===== src/rtl/wino_pkg.sv =====
// Shared constants and FSM state encoding for the Winograd F(2,3) tile transform.
`timescale 1ns/1ps
package wino_pkg;

  localparam int unsigned WINO_N  = 4;   // input tile width
  localparam int unsigned WINO_M  = 2;   // output tile width / stride
  localparam int unsigned WINO_OW = 10;  // signed width of a transformed pixel

  localparam logic [2:0] StIdle  = 3'd0;
  localparam logic [2:0] StWait  = 3'd1;
  localparam logic [2:0] StLoad  = 3'd2;
  localparam logic [2:0] StXform = 3'd3;
  localparam logic [2:0] StOut   = 3'd4;
  localparam logic [2:0] StDone  = 3'd5;

endpackage


===== src/rtl/wino_bt_1d.sv =====
// Combinational 4-point Winograd F(2,3) input transform B^T*d for one channel.
`timescale 1ns/1ps
module wino_bt_1d
  import wino_pkg::*;
(
  input  logic [4*8-1:0]       d_i,  // pixel0 in MSBs
  output logic [4*WINO_OW-1:0] t_o   // t0 in MSBs, signed fields
);

  logic [WINO_OW-1:0] d0, d1, d2, d3;
  logic [WINO_OW-1:0] t0, t1, t2, t3;

  // Zero-extend unsigned pixels; results fit in 10-bit two's complement.
  assign d0 = {2'b00, d_i[31:24]};
  assign d1 = {2'b00, d_i[23:16]};
  assign d2 = {2'b00, d_i[15:8]};
  assign d3 = {2'b00, d_i[7:0]};

  assign t0 = d0 - d2;
  assign t1 = d1 + d2;
  assign t2 = d2 - d1;
  assign t3 = d1 - d3;

  assign t_o = {t0, t1, t2, t3};

endmodule


===== src/rtl/wino_tile_transform.sv =====
// Snoops line-buffer writes, fetches each resident n-wide tile and emits its B^T transform.
// Optional stall counter port o_stall_cnt is enabled by defining WINO_PERF_CNT_EN.
`timescale 1ns/1ps
module wino_tile_transform
  import wino_pkg::*;
#(
  parameter int unsigned M = 3,
  parameter int unsigned W = 512,
  parameter int unsigned n = 4,
  parameter int unsigned m = 2
) (
  input  logic                   i_clk,
  input  logic                   i_rst_n,
  input  logic                   i_start,
  input  logic                   i_pix_valid,
  input  logic [M*n*8-1:0]       i_tile_data,
  output logic                   o_tile_read,
  output logic [M*n*WINO_OW-1:0] o_data,
  output logic                   o_valid,
  input  logic                   i_ready,
  output logic [((((W-n)/m+1) > 1) ? $clog2((W-n)/m+1) : 1)-1:0] o_tile_idx,
  output logic                   o_done
`ifdef WINO_PERF_CNT_EN
  ,
  output logic [31:0]            o_stall_cnt
`endif
);

  localparam int unsigned T      = (W - n) / m + 1;
  localparam int unsigned IdxW   = (T > 1) ? $clog2(T) : 1;
  localparam int unsigned CntMax = M * W;
  localparam int unsigned CntW   = $clog2(CntMax + 1);

  if (n != WINO_N) begin : gen_bad_n
    $error("wino_tile_transform supports only n == 4");
  end

  logic [2:0]             state_q, state_d;
  logic [CntW-1:0]        wr_cnt_q, wr_cnt_d;
  logic [IdxW-1:0]        tile_idx_q, tile_idx_d;
  logic [M*n*8-1:0]       tile_q;
  logic [M*n*WINO_OW-1:0] data_q;
  logic [M*n*WINO_OW-1:0] xform;
  logic [31:0]            thresh;
  logic                   avail;
  logic                   last_tile;

  for (genvar c = 0; c < M; c++) begin : gen_ch
    wino_bt_1d u_bt (
      .d_i (tile_q[(M-1-c)*n*8 +: n*8]),
      .t_o (xform[(M-1-c)*n*WINO_OW +: n*WINO_OW])
    );
  end

  // Tile k is resident once the last channel row holds pixels up to k*m+n-1.
  assign thresh    = 32'((M - 1) * W + n) + 32'(tile_idx_q) * 32'(m);
  assign avail     = 32'(wr_cnt_q) >= thresh;
  assign last_tile = tile_idx_q == IdxW'(T - 1);

  always_comb begin
    wr_cnt_d = wr_cnt_q;
    if (i_pix_valid && (wr_cnt_q != CntW'(CntMax))) begin
      wr_cnt_d = wr_cnt_q + CntW'(1);
    end
  end

  always_comb begin
    state_d    = state_q;
    tile_idx_d = tile_idx_q;
    case (state_q)
      StIdle:  if (i_start) state_d = StWait;
      StWait:  if (avail) state_d = StLoad;
      StLoad:  state_d = StXform;
      StXform: state_d = StOut;
      StOut: begin
        if (i_ready) begin
          if (last_tile) begin
            state_d = StDone;
          end else begin
            tile_idx_d = tile_idx_q + IdxW'(1);
            state_d    = StWait;
          end
        end
      end
      StDone:  state_d = StDone;
      default: state_d = StIdle;
    endcase
  end

  always_ff @(posedge i_clk or negedge i_rst_n) begin
    if (!i_rst_n) begin
      state_q    <= StIdle;
      wr_cnt_q   <= '0;
      tile_idx_q <= '0;
      tile_q     <= '0;
      data_q     <= '0;
    end else begin
      state_q    <= state_d;
      wr_cnt_q   <= wr_cnt_d;
      tile_idx_q <= tile_idx_d;
      if (state_q == StLoad) tile_q <= i_tile_data;
      if (state_q == StXform) data_q <= xform;
    end
  end

  // Status outputs decode the state register so reset clears them immediately.
  assign o_tile_read = state_q == StLoad;
  assign o_valid     = state_q == StOut;
  assign o_done      = state_q == StDone;
  assign o_data      = data_q;
  assign o_tile_idx  = tile_idx_q;

`ifdef WINO_PERF_CNT_EN
  logic [31:0] stall_cnt_q;

  always_ff @(posedge i_clk or negedge i_rst_n) begin
    if (!i_rst_n) begin
      stall_cnt_q <= '0;
    end else if (o_valid && !i_ready) begin
      stall_cnt_q <= stall_cnt_q + 32'd1;
    end
  end

  assign o_stall_cnt = stall_cnt_q;
`endif

endmodule


===== config.mk =====
export PLATFORM = sky130hd
export DESIGN_NAME = wino_tile_transform
export DESIGN_NICKNAME = d
export VERILOG_FILES = /design/src/rtl/wino_pkg.sv /design/src/rtl/wino_bt_1d.sv /design/src/rtl/wino_tile_transform.sv
export SDC_FILE = /design/constraint.sdc
export NUM_CORES = 1
export LEC_CHECK = 0
export ABC_AREA = 1
export CORE_MARGIN = 2
export CORE_UTILIZATION = 54
export DETAILED_ROUTE_END_ITERATION = 12
export PLACE_DENSITY = 0.82
export SLEW_MARGIN = 20
export SYNTH_ARGS = -nofsm -noshare
export SYNTH_HDL_FRONTEND = slang
export SYNTH_SLANG_ARGS = --single-unit

===== constraint.sdc =====
create_clock -name i_clk -period 2.55 [get_ports i_clk]
set_input_delay 0.51 -clock i_clk [delete_from_list [all_inputs] [get_ports i_clk]]
set_output_delay 0.51 -clock i_clk [all_outputs]
set_load 0.01 [all_outputs]

Word level (Yosys, flattened, before mapping)
Index checks and enable logic that the tools add are counted.

cells by class
  add/subtract/negate cells = 15
  magnitude comparators = 1
  equal/unequal tests = 10
  multiplexer cells = 5
  bitwise gates (word level) = 1
  reductions and logical operators = 4

operators by type and width
  kind                   count
  $sub 8x8->9            9
  $add 8x8->9            3
  $pmux 3 s6             1
  $add 11x9->12 const A  1
  $ge 11x12->1           1
  $mux 3                 4
  $add 11x1->11 const B  1
  $ne 11x11->1 const B   1
  $add 8x1->8 const B    1
  $eq 8x8->1 const B     1
  $eq 3x2->1 const B     2
  $eq 3x3->1 const B     2
  $reduce_and 3->1       2
  $ne 2x2->1 const B     2
  $eq 3x1->1 const B     1
  $logic_not 3->1        1
  $ne 2x1->1 const B     1
  $logic_and 1x1->1      1
  $not 1->1              1

word-level totals
  bits in registers = 238
  input port bits = 101
  output and inout port bits = 131
  logic and storage cells = 41

Longest topological paths before layout
  depth after elaboration = 4
  depth in mapped cells = 14
  depth with buffers taken out = 14

Cells and area by module
A second synthesis with hierarchy kept.

second synthesis, totals
  cell total of the unflattened synthesis = 1932
  area total of the unflattened synthesis = 14431.3 µm²

modules (own cells, without submodules)
  module                            instances  cells an instance  area an instance (µm²)  sequential area each (µm²)
  wino_tile_transform               1          1116               9651.8                  5955.7
  wino_bt_1d at gen_ch[0].u_bt ...  2          272                1595.3                  0.0
  wino_bt_1d at gen_ch[1].u_bt      1          272                1589.0                  0.0

Worst setup path before layout
Ideal clock, no wire load.

  path kind = reg-to-reg
  from = reg tile_idx_q[1] (netlist: o_tile_idx[1])
  to = reg state_q[2]
  setup time = 0.117 ns
  arrival = 1.808 ns
  required time = 2.433 ns
  slack = 0.624 ns
  stages on the path, launching flop included = 15
  path buffers = 0
  clock period less this slack = 1.926 ns
  cells stage by stage = dfrtp_1 ha_1 nand2_1 nor2_1 xor2_1 inv_1 ha_1 nand2_1 nor2_1 nor2_1 nand2_1 nand2_1 nand2_1 nand3_1 nand2_1

on the way
  longest elaborated chain between the ends = 4
  elaborated cells between the ends (all ways) = 8
  classes of those cells = add/sub (1); order compare (1); eq/ne (2); mux (3); reduce/logical (1)

ends and longest elaborated chain
  element                                                          line                                                  text
  start: declaration                                               wino_tile_transform.sv:40                             logic [IdxW-1:0] tile_idx_q, tile_idx_d;
  start signal: assignment                                         wino_tile_transform.sv:100                            tile_idx_q <= tile_idx_d;
  $add 11x9->12 / $eq 8x8->1 (equally long branches)               wino_tile_transform.sv:56, wino_tile_transform.sv:58
  $ge 11x12->1 / $mux 3 (equally long branches)                    wino_tile_transform.sv:57, wino_tile_transform.sv:77
  $ne 2x2->1 (no line) / $mux 3 (equally long branches)            n/a
  $reduce_and 3->1 (no line) / $pmux 3 s6 (equally long branches)  n/a
  end signal: assignment                                           wino_tile_transform.sv:92                             state_q <= StIdle;
  end signal: assignment                                           wino_tile_transform.sv:98                             state_q <= state_d;
  end: declaration                                                 wino_tile_transform.sv:38                             logic [2:0] state_q, state_d;

Several ways; a longest one is shown, not always the timed one. The select of a mux whose other input is x is not followed.
A chain may end at the register's enable or synchronous reset.

Worst setup path after layout
  from = reg state_q[2]
  to = out o_tile_read

on the way
  longest elaborated chain between the ends = 1

ends and longest elaborated chain
  element           line                        text
  $eq 3x2->1        wino_tile_transform.sv:107  assign o_tile_read = state_q == StLoad;
  end: declaration  wino_tile_transform.sv:17   output logic o_tile_read,

Every way passes these cells.

==> run summary <==
Cts bufs inserted = 25
Nets = 1984
Pleak = 0.00799 uW
Critical Path RT = 2.04 ns
CTS sink count = 223
Slew @ Worst Pin = 0.942 ns
RSZ-0062 raised after global routing = no
Critical path type = flop to output port
Slew headroom = 37.1%
Post-route minimum period = 2.46 ns
Place WS = 0.442 ns
Layout fillers = 1839
Initial antenna violation count = 2
1st-iter DRT viols = 577
Core Util, Final = 69.1%
First-pass GRT wire length = 54400 um
Area of the multi-input gates = 6370 sq um
# DRC = 0
Slew Viols, Final = 0
Worst-case clock buffer depth = 3
Crit share post-route = 96.3%
Startpoint types = flop
Pwr per Cell Area = 1530 nW/um^2
CTS tree = built
Root Buffer = clkbuf_16
Hold Path Class = flop to flop
Most common cell after layout, fill and taps aside = nand2_1
GRT Resource Usage Total = 25.9%
Top_reg_cell synth = dfrtp_1
Layout cells sized above 1 = 4.16%
Cell Chain, Critical Path = inv_1, nand2_1, nor2_4, clkdlybuf4s50_1
DRT Pass-1 Iters = 5
Vias in the first global route = 11.0k
FF+latch count, synth = 223
Clock skew = 0.0123 ns
FF/Latch Area = 5580 sq um
CP max stage delay = 0.65 ns
CTS H-tree depth = 1
Crit path max-delay family = buffers and inverters
Setup slack after layout = 0.0949 ns
Final setup vio count = 0
WP buf/inv = 2
Fin Setup TNS = 0 ns
CP max FO = 4
DR WL/cell = 15.6 um
Fmax = 407 MHz
Status = finished clean
EDFF count, synth = 0
MaxCap Viol Count = 0
Via/cell ratio = 5.30
Distinct cells, synth = 32
Seq/Total Area, Yosys = 43.0%
DP Wirelength = 24300 um
Worst skew pair latency = 0.52 ns
Final Non-Filler Cells = 2097
Syn Std Cell Area = 13000 sq um
IO Pins = 232
Peak VDD IR = 0.700 mV
Flop2flop setup slack = 0.43 ns
Post-route ant nets = 0
Area growth from synthesis to layout = 25.4%
Port Buffers = 228
Slowest-stage cell, CP = clkdlybuf4s50_1
Num rows = 56
Synth warnings = 0
CTS clk-pin slew, worst paths = 0.06 ns
DP Cell Count = 2052
Largest net degree at the start of global routing = 96
Die height = 159 um
Most frequent cells in the layout = nand2_1 (442), clkdlybuf4s50_1 (227), dfrtp_1 (223)
Asr flop ratio synth = 100%
Die W = 159 um
Grt ovf = 0
Gpl congestion = 0.925
DR vias = 11.1k
Die ar. = 25300 sq um
Starting density of the core = 55.1%
Syn Area/Cell = 8.28 sq um
Fin. Hold Viols = 0
ANT cells = 0
DRT Wirelength = 32700 um
Endpoint class of the critical path = output port
Gate Count Post-Synth = 1567
Arrival time worst endpoint = 1.95 ns
Core Region = 23500 sq um
[flip-flops by register name (all words and copies together) (netlist names)]
register / cells
o_data: 105
o_tile_idx: 8
wr_cnt_q: 11
tile_q: 96
state_q: 3
[routing by layer]
layer	global-route usage (%)	vias up	wire length, um
li1	-	5464	-
met1	34.6	5292	14200
met2	44.3	305	15700
met3	4.06	58	1980
met4	7.11	4	853
met5	0	-	27
[layout make-up]
cell class / count / share of cell area (%)
Timing Repair Buffer: 238 / 14.8
Clock inverter: 8 / 0.746
Inverter: 170 / 3.94
Multi-Input combinational cell: 1103 / 39.2
Sequential cell: 223 / 34.3
Tap cell: 319 / 2.45
Clock buffer: 36 / 4.53
[final timing paths]
check / cells past startpoint / from / end
worst max-delay path: 4 / state_q[2]$_DFFE_PN0P_ / o_tile_read
worst min-delay path: 2 / tile_q[26]$_DFFE_PN0P_ / tile_q[26]$_DFFE_PN0P_
worst max register to register: 13 / o_tile_idx[1]$_DFFE_PN0P_ / state_q[0]$_DFFE_PN0P_
worst min register to register: 2 / tile_q[26]$_DFFE_PN0P_ / tile_q[26]$_DFFE_PN0P_
max in group asynchronous: 3 / i_rst_n / wr_cnt_q[1]$_DFFE_PN0P_
min in group asynchronous: 2 / i_rst_n / o_data[28]$_DFFE_PN0P_
[through the flow]
stage | power, uW | area [sq um] | hold slack (ns)
6_report | 24800 | 16300 | 0.476
5_1_grt | 27100 | 16300 | 0.500
4_1_cts | 24900 | 16300 | 0.480
3_5_place_dp | 20900 | 15400 | 0.466
3_3_place_gp | 20500 | 15400 | 0.460
2_1_floorplan | 16300 | 13000 | 0.214
[synth_stat cells (all sizes together) (5+ instances only)]
| cell | instances | area (sq um) |
|---|---|---|
| nor3 | 5 | 25.0 |
| nand4 | 46 | 288 |
| or2 | 9 | 56.3 |
| o21a | 8 | 60.1 |
| dfrtp | 223 | 5580 |
| inv | 170 | 638 |
| buf | 61 | 355 |
| ha | 110 | 1380 |
| nand3 | 88 | 445 |
| a21o | 13 | 97.6 |
| nand3b | 19 | 143 |
| xnor2 | 19 | 166 |
| fa | 12 | 240 |
| clkbuf | 12 | 45.0 |
| o21ai | 161 | 828 |
| nor2 | 47 | 186 |
| nand2 | 443 | 1670 |
| xor2 | 43 | 377 |
| a21oi | 69 | 345 |
[kinds of logic (layout without fill, tap and decap cells)]
group	Yosys count	in the layout	synth area share [%]
buffers and inverters	243	452	8.00
DFF	223	223	43.0
AOI/OAI and AO/OA	256	256	10.5
and+or+nand+nor	660	660	21.8
adders and majority gates	122	122	12.5
other	1	3	0.0289
xor gates and xnor gates	62	62	4.19
[where the power goes]
| part | switching, uW | internal (uW) | total, uW |
|---|---|---|---|
| sequential | 1240 | 5230 | 6470 |
| clock | 1440 | 2300 | 3740 |
| combinational | 8430 | 6170 | 14600 |
| total | 11100 | 13700 | 24800 |
[worst reg2reg max path, delay by kind of cell, from the launching register on]
kind | cells | cell delay, ns
buf+inv | 1 | 0.07
flops | 1 | 0.50
fa+ha+maj | 2 | 0.51
simple gates | 8 | 0.64
compound gates | 1 | 0.11
xor+xnor | 1 | 0.15
[repair_timing]
action / CTS / global route
setup endpoints to repair: 0 / 1
resized for setup: 0 / 1
setup buffers: 0 / 0
hold buffers: 1 / 0
hold endpoints to repair: 59 / 0
No activity file was read; power rests on OpenSTA's default activity.
